$ cat src/rtl/can_bit_timing.sv
// CAN receive bit timing: synchronises rx, divides clk into time quanta and
// walks each bit through SYNC/TSEG1/TSEG2 with hard sync and SJW-limited resync.
module can_bit_timing #(
  parameter int BRP   = 4,
  parameter int TSEG1 = 6,
  parameter int TSEG2 = 3,
  parameter int SJW   = 1
) (
  input  logic i_clk,
  input  logic i_rst_n,
  input  logic i_rx,
  input  logic i_hard_sync_en,
  output logic o_rx_bit,
  output logic o_sample_pulse,
  output logic o_tx_point,
  output logic o_hard_sync
);

  typedef enum logic [1:0] {ST_SYNC, ST_TSEG1, ST_TSEG2} state_t;

  localparam logic [5:0] TQ_LAST  = 6'(BRP - 1);
  localparam logic [4:0] SEG1_LEN = 5'(TSEG1);
  localparam logic [4:0] SEG2_LEN = 5'(TSEG2);
  localparam logic [4:0] SJW_Q    = 5'(SJW);

  // Late-edge phase error saturated to the resync jump width.
  function automatic logic [2:0] sat_sjw(input logic [4:0] err);
    if (err > SJW_Q) return SJW_Q[2:0];
    return err[2:0];
  endfunction

  logic       r_rx_p0, r_rx_p1, r_rx_p2;
  state_t     r_state;
  logic [5:0] r_tq_cnt;
  logic [4:0] r_q_cnt;
  logic [2:0] r_ext, r_short;
  logic       r_resync_done;
  logic       r_rx_bit, r_sample_pulse, r_tx_point, r_hard_sync;

  logic       w_edge, w_hard, w_resync, w_late, w_early, w_early_restart, w_restart;
  logic       w_tq_tick, w_seg1_last, w_seg2_last;
  logic [2:0] w_ext_nx, w_short_nx;
  logic [4:0] w_early_err;

  // p1 is the synchronised bus level, p2 its one-cycle-old copy.
  assign w_edge   = r_rx_p2 & ~r_rx_p1 & r_rx_bit;
  assign w_hard   = i_hard_sync_en & w_edge;
  assign w_resync = w_edge & ~r_resync_done;
  assign w_late   = w_resync & (r_state == ST_TSEG1);
  assign w_early  = w_resync & (r_state == ST_TSEG2);

  assign w_early_err     = SEG2_LEN - r_q_cnt;
  assign w_early_restart = w_early & (w_early_err <= SJW_Q);
  assign w_restart       = w_hard | w_early_restart;

  assign w_ext_nx   = w_late ? sat_sjw(r_q_cnt + 5'd1) : r_ext;
  assign w_short_nx = (w_early & ~w_early_restart) ? SJW_Q[2:0] : r_short;

  // Segment ends use this cycle's correction so an edge on the final tick still counts.
  assign w_tq_tick   = (r_tq_cnt == TQ_LAST);
  assign w_seg1_last = (r_q_cnt == SEG1_LEN + {2'b00, w_ext_nx} - 5'd1);
  assign w_seg2_last = (r_q_cnt == SEG2_LEN - {2'b00, w_short_nx} - 5'd1);

  always_ff @(posedge i_clk) begin
    if (!i_rst_n) begin
      r_rx_p0        <= 1'b1;
      r_rx_p1        <= 1'b1;
      r_rx_p2        <= 1'b1;
      r_state        <= ST_SYNC;
      r_tq_cnt       <= '0;
      r_q_cnt        <= '0;
      r_ext          <= '0;
      r_short        <= '0;
      r_resync_done  <= 1'b0;
      r_rx_bit       <= 1'b1;
      r_sample_pulse <= 1'b0;
      r_tx_point     <= 1'b0;
      r_hard_sync    <= 1'b0;
    end else begin
      r_rx_p0        <= i_rx;
      r_rx_p1        <= r_rx_p0;
      r_rx_p2        <= r_rx_p1;
      r_sample_pulse <= 1'b0;
      r_tx_point     <= 1'b0;
      r_hard_sync    <= 1'b0;
      if (w_restart) begin
        r_state       <= ST_SYNC;
        r_tq_cnt      <= '0;
        r_q_cnt       <= '0;
        r_ext         <= '0;
        r_short       <= '0;
        r_resync_done <= 1'b1;
        r_tx_point    <= 1'b1;
        r_hard_sync   <= w_hard;
      end else begin
        r_ext   <= w_ext_nx;
        r_short <= w_short_nx;
        if (w_resync) r_resync_done <= 1'b1;
        if (w_tq_tick) begin
          r_tq_cnt <= '0;
          case (r_state)
            ST_SYNC: begin
              r_state <= ST_TSEG1;
              r_q_cnt <= '0;
            end
            ST_TSEG1: begin
              if (w_seg1_last) begin
                r_state        <= ST_TSEG2;
                r_q_cnt        <= '0;
                r_rx_bit       <= r_rx_p1;
                r_sample_pulse <= 1'b1;
                r_resync_done  <= 1'b0;
              end else begin
                r_q_cnt <= r_q_cnt + 5'd1;
              end
            end
            ST_TSEG2: begin
              if (w_seg2_last) begin
                r_state    <= ST_SYNC;
                r_q_cnt    <= '0;
                r_ext      <= '0;
                r_short    <= '0;
                r_tx_point <= 1'b1;
              end else begin
                r_q_cnt <= r_q_cnt + 5'd1;
              end
            end
            default: begin
              r_state <= ST_SYNC;
              r_q_cnt <= '0;
            end
          endcase
        end else begin
          r_tq_cnt <= r_tq_cnt + 6'd1;
        end
      end
    end
  end

  assign o_rx_bit       = r_rx_bit;
  assign o_sample_pulse = r_sample_pulse;
  assign o_tx_point     = r_tx_point;
  assign o_hard_sync    = r_hard_sync;

endmodule

$ cat config.mk
export PLATFORM = sky130hd
export DESIGN_NAME = can_bit_timing
export DESIGN_NICKNAME = d
export VERILOG_FILES = /design/src/rtl/can_bit_timing.sv
export SDC_FILE = /design/constraint.sdc
export NUM_CORES = 1
export LEC_CHECK = 0
export CAP_MARGIN = 10
export CORE_MARGIN = 2
export CORE_UTILIZATION = 60
export CTS_CLUSTER_DIAMETER = 120
export DETAILED_ROUTE_END_ITERATION = 10
export GPL_TIMING_DRIVEN = 0
export PLACE_DENSITY = 0.8
export SLEW_MARGIN = 20
export SYNTH_ARGS = -nofsm -noshare
export SYNTH_HDL_FRONTEND = slang
export SYNTH_SLANG_ARGS = --single-unit
$ cat constraint.sdc
create_clock -name i_clk -period 6.3 [get_ports i_clk]
set_input_delay 0.63 -clock i_clk [delete_from_list [all_inputs] [get_ports i_clk]]
set_output_delay 0.63 -clock i_clk [all_outputs]
set_load 0.1 [all_outputs]
==> results of run 1 <==
kinds of logic (layout without fill, tap and decap cells):
logic type | after synthesis | count (layout)
muxes | 3 | 3
buffers and inverters | 11 | 22
AOI/OAI and AO/OA | 30 | 30
DFF | 27 | 27
xor gates and xnor gates | 15 | 15
and+or+nand+nor | 59 | 59
adders and majority gates | 13 | 13
routing by layer:
| metal | global-route usage (%) | vias up | share of wire [%] |
|---|---|---|---|
| met4 | 9.58 | 0 | 1.2 |
| met1 | 28.7 | 538 | 47 |
| met5 | 0 | - | 0 |
| li1 | - | 580 | - |
| met3 | 4.10 | 4 | 3.6 |
| met2 | 33.3 | 24 | 48 |
cell usage in the layout (no fill, tap or decap), types with 4 or more instances in the layout:
master	instances
sky130_fd_sc_hd__nand3_1	7
sky130_fd_sc_hd__xnor2_1	6
sky130_fd_sc_hd__a21oi_1	5
sky130_fd_sc_hd__and3_1	4
sky130_fd_sc_hd__nand2b_1	7
sky130_fd_sc_hd__xor2_1	8
sky130_fd_sc_hd__and2_1	6
sky130_fd_sc_hd__dfxtp_1	27
sky130_fd_sc_hd__ha_1	13
sky130_fd_sc_hd__nor2_1	12
sky130_fd_sc_hd__inv_1	9
sky130_fd_sc_hd__nand2_1	8
sky130_fd_sc_hd__and3b_1	4
sky130_fd_sc_hd__clkdlybuf4s50_1	7
cells in the mapped netlist, types with 2 or more instances:
master,n
sky130_fd_sc_hd__dfxtp_1,27
sky130_fd_sc_hd__ha_1,13
sky130_fd_sc_hd__nor2_1,12
sky130_fd_sc_hd__inv_1,9
sky130_fd_sc_hd__nand2_1,8
sky130_fd_sc_hd__xor2_1,8
sky130_fd_sc_hd__nand2b_1,7
sky130_fd_sc_hd__nand3_1,7
sky130_fd_sc_hd__and2_1,6
sky130_fd_sc_hd__xnor2_1,6
sky130_fd_sc_hd__a21oi_1,5
sky130_fd_sc_hd__and3_1,4
sky130_fd_sc_hd__and3b_1,4
sky130_fd_sc_hd__o21ai_1,3
sky130_fd_sc_hd__a21oi_2,2
sky130_fd_sc_hd__a22o_1,2
sky130_fd_sc_hd__and4bb_1,2
sky130_fd_sc_hd__buf_2,2
sky130_fd_sc_hd__mux2i_1,2
sky130_fd_sc_hd__nand4_1,2
flip-flops by register name, indices dropped and copies added, names as in the netlist, 2 cells and up:
name,flops
r_tq_cnt,6
r_short,3
r_ext,3
r_state,2
r_q_cnt,5
power by group through the flow:
stage / logic (mW) / registers (mW) / clock network, mW
4_1_cts: 0.0213 / 0.177 / 0.0744
3_3_place_gp: 0.0206 / 0.181 / 0
3_5_place_dp: 0.0211 / 0.181 / 0
2_1_floorplan: 0.0134 / 0.182 / 0
6_report: 0.0213 / 0.177 / 0.0718
5_1_grt: 0.0235 / 0.178 / 0.0830
critical path, cell delays in order (launching register included):
cell and delay, ns:
sky130_fd_sc_hd__dfxtp_1 0.35, sky130_fd_sc_hd__buf_2 0.20, sky130_fd_sc_hd__inv_1 0.11, sky130_fd_sc_hd__ha_1 0.29, sky130_fd_sc_hd__and4bb_1 0.20, sky130_fd_sc_hd__o21ai_1 0.33, sky130_fd_sc_hd__nand2_1 0.12, sky130_fd_sc_hd__and2_1 0.19
sky130_fd_sc_hd__ha_1 0.17, sky130_fd_sc_hd__inv_1 0.05, sky130_fd_sc_hd__ha_1 0.23, sky130_fd_sc_hd__xnor2_1 0.14, sky130_fd_sc_hd__nand3_1 0.15, sky130_fd_sc_hd__o31ai_4 0.49, sky130_fd_sc_hd__a21oi_2 0.12, sky130_fd_sc_hd__mux2_2 0.27
stage by stage:
stage	total power [mW]	instance area [um2]	hold slack (ns)
floorplan	0.195	1520	0.386
global placement	0.201	1630	0.404
detailed placement	0.202	1630	0.400
CTS	0.273	1660	0.437
global route	0.284	1660	0.478
finish	0.270	1660	0.436
worst paths after layout:
path | from | end | depth (start not counted)
setup / recovery | r_q_cnt[2]$_SDFFE_PP0N_ | r_q_cnt[0]$_SDFFE_PP0N_ | 15
hold / removal | r_rx_p0$_SDFF_PN1_ | r_rx_p1$_SDFF_PN1_ | 1
setup reg to reg | r_q_cnt[2]$_SDFFE_PP0N_ | r_q_cnt[0]$_SDFFE_PP0N_ | 15
hold reg to reg | r_rx_p0$_SDFF_PN1_ | r_rx_p1$_SDFF_PN1_ | 1
cell type report:
class                      count  area [um2]  share of cell area, %
buffer                         2        10.0                  0.604
tap                           30        37.5                   2.27
timing repair buffer           7        70.1                   4.23
multi-input combinational    120         938                   56.6
inverter                       9        33.8                   2.04
sequential                    27         541                   32.6
clock buffer                   4        26.3                   1.59
==> run summary, run 1 <==
The flow ran to the end, and the final reports show no timing, DRC or antenna violations. Data on the critical path arrives at its endpoint at 3.74 ns. The fill cell instance count of the final layout is 192.

The internal power contribution is 0.208 mW. The switching power of the nets is 0.0623 mW, and the maximum fanout count along the critical path is 8. The tools report the kind of start point of the critical path as a flop. The logs give 0 for the total of hold buffers inserted after clock tree synthesis and 2790 um for the total detailed-routing wirelength. In this run the standard cell core region covers 0.00243 mm2. In this run switching power makes up 23.0% of total power. Of the synthesized area, sequential elements account for 35.5%.

The initial utilization of the core area, before any placement, comes to 62.6%. The combinational family with the most area after synthesis was simple AND/OR/NAND/NOR gates. The post-route netlist has 9.47% of its cells at a drive strength greater than 1. Before antenna repair, the detailed router went through 4 iterations. The number of routed nets with antenna violations came out at 0. The area share of xor/xnor cells in the synthesized design was 9.12%.

The routability congestion estimate was 0.871. The kind of path behind the tightest hold check is flop to flop. Slew at the pin closest to its max-slew limit: 0.977 ns.

The number of antenna diodes in the final layout is 0. The tools report the worst-case vdd ir drop as 134 uV. STA classifies the critical path endpoint as a flop. The via count normalized by instance count came out at 5.76. The compound-cell area share of the yosys netlist is 16.4%, and the final critical-path required period is 3.52 ns.

In this run, synthesis inferred 0 flip-flops with an integrated enable. Synthesis instantiated 47 different standard cells from the library. The fraction of registers with async set or reset after synthesis is 0%, and the DRC violation total after the first TritonRoute iteration is 40. For flop-to-flop paths, the worst setup slack is 2.78 ns.

Area fraction in and, or, nand and nor cells after synthesis: 23.4%. The tools report the wire length of the first global-routing pass as 4610 um. The number of buffer cells added on primary ports was 7. Per report_power, the sequential group accounts for 65.6% of the total. By area the synthesized netlist is led by sky130_fd_sc_hd__dfxtp_1, sky130_fd_sc_hd__ha_1, sky130_fd_sc_hd__xor2_1. Max-capacitance violation count: 0. For the final number of hold-violating endpoints, the log shows 0.

The logs give 0 for the setup-violating endpoint count in the final report and 0 ns for the summed negative setup slack over all endpoints. For this run, the share of the core covered by cells in the final layout is 68.1%. Leading area contributor after synthesis: sky130_fd_sc_hd__dfxtp_1.

The die covers 0.00296 mm2. The longest clock path from root to sink contains 2 buffers. Multiplexer cells account for 2.05% of the synthesized area. Synthesis produced a netlist whose cell count is 158. The synthesized design devotes to its leading area cell type 35.5% of total area. The count of pins on the block boundary was 8; the width of the die was 54.4 um.

The number of remaining DRC errors was 0; the overflow left after global routing was 0. The placement-stage worst setup slack was 2.87 ns. The height of the chip is 54.4 um, and the number of antenna violations at the first check in global routing is 0. The number of nets in the synthesized netlist is 175. STA puts the critical path data required time at 6.52 ns.

The net count of the finished layout is 187. Synthesis inferred 27 register bits. Dividing the detail-routed wire length by the instance count gives 14.0 um.

The instance count after placement with tap cells included was 195; the number of warning messages in the yosys log was 0. The run gives 2.78 ns as the setup slack of the critical path after layout. The post-route fraction of the period consumed by the critical path works out to 55.9%.

For the total number of H-tree levels, the log shows 1. Setup repair after global routing left no endpoint under its margin. The cell chosen for the clock root was sky130_fd_sc_hd__clkbuf_4. Number of instances resized during post-cts repair: 0. The half-perimeter wire length after placement is 2170 um, and the average size of a mapped cell is 9.64 um2. Share of total power in combinational logic: 7.9%.

For the site row count, the log shows 18. TritonCTS built the clock tree. The mapped netlist covers 0.00152 mm2.

The clock net in this run drives a total of 27 sinks. The area growth from synthesis to layout is 8.79%. Highest attainable clock frequency: 0.284 GHz.

Clock-pin slew was measured on the worst setup and hold paths at 0.14 ns. The tools report the number of standard cells in the layout, taps in and fillers out as 199. The maximum number of pins on one net before global-route repair was 15; the final worst clock skew was 0.00460 ns. The count of final max-slew check failures came out at 0.

In the synthesized netlist the dominant register cell turns out to be sky130_fd_sc_hd__dfxtp_1. The static power due to leakage came out at 0.681 nW. The run gives 34.6% as the relative slew slack. The worst-skew pair later-pin latency was 0.31 ns; the total setup buffers inserted after CTS was 0. Of the total synthesized cell area, the portion taken by full adders, half adders and majority gates is 10.7%.

The detailed router placed 1146 vias in this run. By startpoint and endpoint, the worst setup path is classified as flop to flop. The all-layer global routing usage is 21.4%, and the number of global-route vias before repair is 1109. The power density relative to cell area is 163 mW/mm2, and the share of power burned in the clock network is 26.6%. Counting the buffers created by CTS gives 3.
(Power assumes the default switching activity.)
==> run 2: changes to the inputs <==
--- a/config.mk
+++ b/config.mk
@@ -7,11 +7,11 @@
 export LEC_CHECK = 0
 export CAP_MARGIN = 10
 export CORE_MARGIN = 2
-export CORE_UTILIZATION = 60
+export CORE_UTILIZATION = 58
 export CTS_CLUSTER_DIAMETER = 120
 export DETAILED_ROUTE_END_ITERATION = 10
 export GPL_TIMING_DRIVEN = 0
-export PLACE_DENSITY = 0.8
+export PLACE_DENSITY = 0.77
 export SLEW_MARGIN = 20
 export SYNTH_ARGS = -nofsm -noshare
 export SYNTH_HDL_FRONTEND = slang
==> constraint.sdc (replaced) <==
create_clock -name i_clk -period 3.7 [get_ports i_clk]
set_input_delay 0.37 -clock i_clk [delete_from_list [all_inputs] [get_ports i_clk]]
set_output_delay 0.37 -clock i_clk [all_outputs]
set_load 0.1 [all_outputs]
==> run 2 against run 1 <==
  * First-iteration DRC count is 65% lower
  * Worst setup slack worse by 2.5 ns
  * Global-route usage is 2.3 points lower
  * Fmax is 3.0% higher
  * Register-to-register slack worse by 2.5 ns
  * Routed wire length is 2.1% lower
  * Sequential share of layout area stayed put
  * Die area is 3.2% higher
  * Clock skew hardly changed
  * Via count is 0.52% lower
  * Non-clock buffer count stayed put
  * Design area stayed put
  * Critical path type unchanged
  * Largest cell class unchanged
==> run summary, run 2 (same netlist as run 1, synthesis figures left out) <==
For the number of antenna violations at the first check in global routing, the log shows 0 (unchanged). The height of the chip came out at 55.2 um (+1.6%). The final-stage net count was 187 (unchanged). The total met2 wirelength after detailed routing is 1300 um (-2.4%), and the summed negative setup slack over all endpoints is 0 ns (unchanged). The tools report the setup-violating endpoint count in the final report as 0 (unchanged). The final worst clock skew is 0.00420 ns (-0.000393 ns). The total power was 0.461 mW (+71%); the wire length of the first global-routing pass was 4790 um (+3.9%).

The critical path arrival is 3.64 ns (-0.10 ns). The final critical-path required period came out at 3.42 ns (-0.103 ns). The count of final max-slew check failures was 0 (unchanged); the area of the die was 0.00305 mm2 (+3.2%). Maximum clock insertion buffer count: 2 (unchanged).

For the antenna diode instance count, the log shows 0 (unchanged). The ratio of cells with drive above 1 in the final layout was 9.47% (unchanged); the final core utilization was 66.9% (-1.2 points). The run gives 62 um (-39%) as the routed wire length on met3. In the layout the commonest cells are sky130_fd_sc_hd__dfxtp_1, sky130_fd_sc_hd__ha_1, sky130_fd_sc_hd__nor2_1. For the share of power burned in the clock network, the log shows 26.6% (about the same). The total detailed-routing wirelength was 2730 um (-2.1%); the max-capacitance violation count was 0 (unchanged). The area added between synthesis and finish is 8.79% (unchanged), and the flip-flop count of the largest register, all copies and words added is 6 (unchanged). The worst hold path begins at r_rx_p0$_SDFF_PN1_. The logs give 0.107 mW (+71%) for the switching power of the nets and 8.0% (about the same) for the share of total power in combinational logic. The starting utilization of the core area came out at 61.5% (-1.1 points).

The detailed-router iteration count before antenna repair was 4 (unchanged); the relative slew slack was 35.3% (+0.69 points). Data required time of the worst path: 3.92 ns (-2.60 ns). The clock transition time at the flip-flop clock pins of the worst setup and hold paths was 0.13 ns (about the same). Total number of H-tree levels: 1 (unchanged). The library cell used most frequently in the layout, excluding fill and tap cells, is sky130_fd_sc_hd__dfxtp_1. TritonCTS built the clock tree. The routability congestion estimate is 0.839 (-3.6%), and the all-layer global routing usage is 19.1% (-2.3 points). Maximum number of pins on one net before global-route repair: 15 (unchanged). The worst-skew pair later-pin latency was 0.32 ns (about the same); the reg2reg setup slack was 0.28 ns (-2.50 ns). The endpoint of the most critical register-to-register path was r_q_cnt[0]$_SDFFE_PP0N_.

The run gives 0.00248 mm2 (+1.9%) as the core footprint. Setup repair after global routing left no endpoint under its margin. For the number of remaining DRC errors, the log shows 0 (unchanged). The via count normalized by instance count was 5.73 (-0.52%).

For the standard cell area after detailed placement, the log shows 0.00163 mm2 (unchanged). The slew at the pin closest to its max-slew limit came out at 0.967 ns (-0.0103 ns). The highest attainable clock frequency was 0.293 GHz (+3.0%); the number of routed nets with antenna violations was 0 (unchanged). The total setup buffers inserted after CTS was 0 (unchanged). The root buffer cell chosen for the clock tree is sky130_fd_sc_hd__clkbuf_4.

The static power due to leakage is 0.681 nW (unchanged). Cell area after layout: 0.00166 mm2 (unchanged). The flow ran to the end, and the final reports show no timing, DRC or antenna violations. The half-perimeter wire length after placement was 2120 um (-2.2%); the maximum fanout count along the critical path was 9 (+1). The power density relative to cell area is 278 mW/mm2 (+71%), and the number of buffer cells added on primary ports is 7 (unchanged). Switching part of the total power: 23.2% (+0.11 points).

The min-delay analysis places its worst path in the category flop to flop. The post-route fraction of the period consumed by the critical path works out to 92.4% (+36 points). The highest routing layer actually used was met4. For hold timing, the worst endpoint is r_rx_p1$_SDFF_PN1_. The endpoint type of the worst setup path was a flop. The number of cells on the worst hold path was 1 (unchanged); the worst reg-to-reg path cell count was 15 (unchanged). The average detailed-routed wire length per instance is 13.7 um (-2.1%).

The number of clock sinks seen by CTS is 27 (unchanged). The largest registers in the layout are r_tq_cnt (6), r_q_cnt (5). Counting flops per register, the top entry is r_tq_cnt.

For the final number of hold-violating endpoints, the log shows 0 (unchanged). The worst setup path is launched from a flop. The tools report the routed length on met1 as 1340 um (+1.2%). For the internal power contribution, the log shows 0.354 mW (+70%). The DRC violation total after the first TritonRoute iteration is 14 (-65%), and the width of the die is 55.2 um (+1.6%).

The number of standard cells in the layout, taps in and fillers out is 199 (unchanged), and the total vias in the final route is 1140 (-0.52%). The instance count after placement with tap cells included is 195 (unchanged). The count of pins on the block boundary was 8 (unchanged). The worst-case vdd ir drop came out at 237 uV (+77%).

The number of global-route vias before repair was 1117 (+0.72%). The site row count is 18 (unchanged), and the overflow left after global routing is 0 (unchanged). The startpoint of the most critical setup path is r_q_cnt[0]$_SDFFE_PP0N_. For the register share of total power, the log shows 65.5% (about the same).

Class of the most critical setup path: flop to flop. The reg-to-reg startpoint is r_q_cnt[0]$_SDFFE_PP0N_. The TritonCTS buffer count came out at 3 (unchanged).
run 2: cell counts in the layout (fill, tap and decap cells not counted):
No cell type changed its count.
run 2: repair_timing:
action / in CTS / in global routing
setup endpoints to repair: 0 / 3
hold buffers: 0 / 0
resized for setup: 0 / 0
run 2: how the worst max path moves through the flow:
stage | to
final | r_q_cnt[0]$_SDFFE_PP0N_
after global routing | r_q_cnt[0]$_SDFFE_PP0N_
after CTS | r_q_cnt[0]$_SDFFE_PP0N_
after detailed placement | r_q_cnt[0]$_SDFFE_PP0N_
after global placement | r_q_cnt[0]$_SDFFE_PP0N_
after floorplan | r_q_cnt[0]$_SDFFE_PP0N_
run 2: layout make-up:
class	count	area, um2
Fill cell	206	821
Buffer	2	10.0
Sequential cell	27	541
Clock buffer	4	26.3
Inverter	9	33.8
Tap cell	30	37.5
Multi-Input combinational cell	120	938
Timing Repair Buffer	7	70.1
run 2: routing by layer:
metal,vias up,track usage (%)
met2,16,32.7
met1,543,25.2
met4,0,6.27
met5,-,0
li1,577,-
met3,4,2.11
run 2: power groups by stage:
stage	Combinational [mW]	Clock, mW	Sequential, mW
5_1_grt	0.0414	0.137	0.303
2_1_floorplan	0.0227	0	0.310
4_1_cts	0.0371	0.130	0.302
3_3_place_gp	0.0348	0	0.308
3_5_place_dp	0.0370	0	0.308
6_report	0.0367	0.123	0.302
run 2: per-stage QoR:
| step | worst slack [ns] | hold slack [ns] |
|---|---|---|
| after global placement | 0.373 | 0.403 |
| after floorplan | 0.379 | 0.386 |
| after detailed placement | 0.274 | 0.399 |
| after CTS | 0.237 | 0.446 |
| after global routing | 0.0176 | 0.478 |
| final | 0.283 | 0.442 |
run 2: worst max-delay path: stages (launching register included):
cell	delay (ns)
sky130_fd_sc_hd__dfxtp_1	0.35
sky130_fd_sc_hd__buf_2	0.21
sky130_fd_sc_hd__inv_1	0.10
sky130_fd_sc_hd__ha_1	0.36
sky130_fd_sc_hd__o21bai_1	0.17
sky130_fd_sc_hd__nand4_1	0.15
sky130_fd_sc_hd__nor2_1	0.15
sky130_fd_sc_hd__a2bb2oi_1	0.11
sky130_fd_sc_hd__ha_1	0.32
sky130_fd_sc_hd__xor2_1	0.14
sky130_fd_sc_hd__nor2_1	0.11
sky130_fd_sc_hd__o221ai_1	0.11
sky130_fd_sc_hd__a311o_1	0.36
sky130_fd_sc_hd__o21ai_4	0.28
sky130_fd_sc_hd__a21oi_2	0.11
sky130_fd_sc_hd__mux2_2	0.28
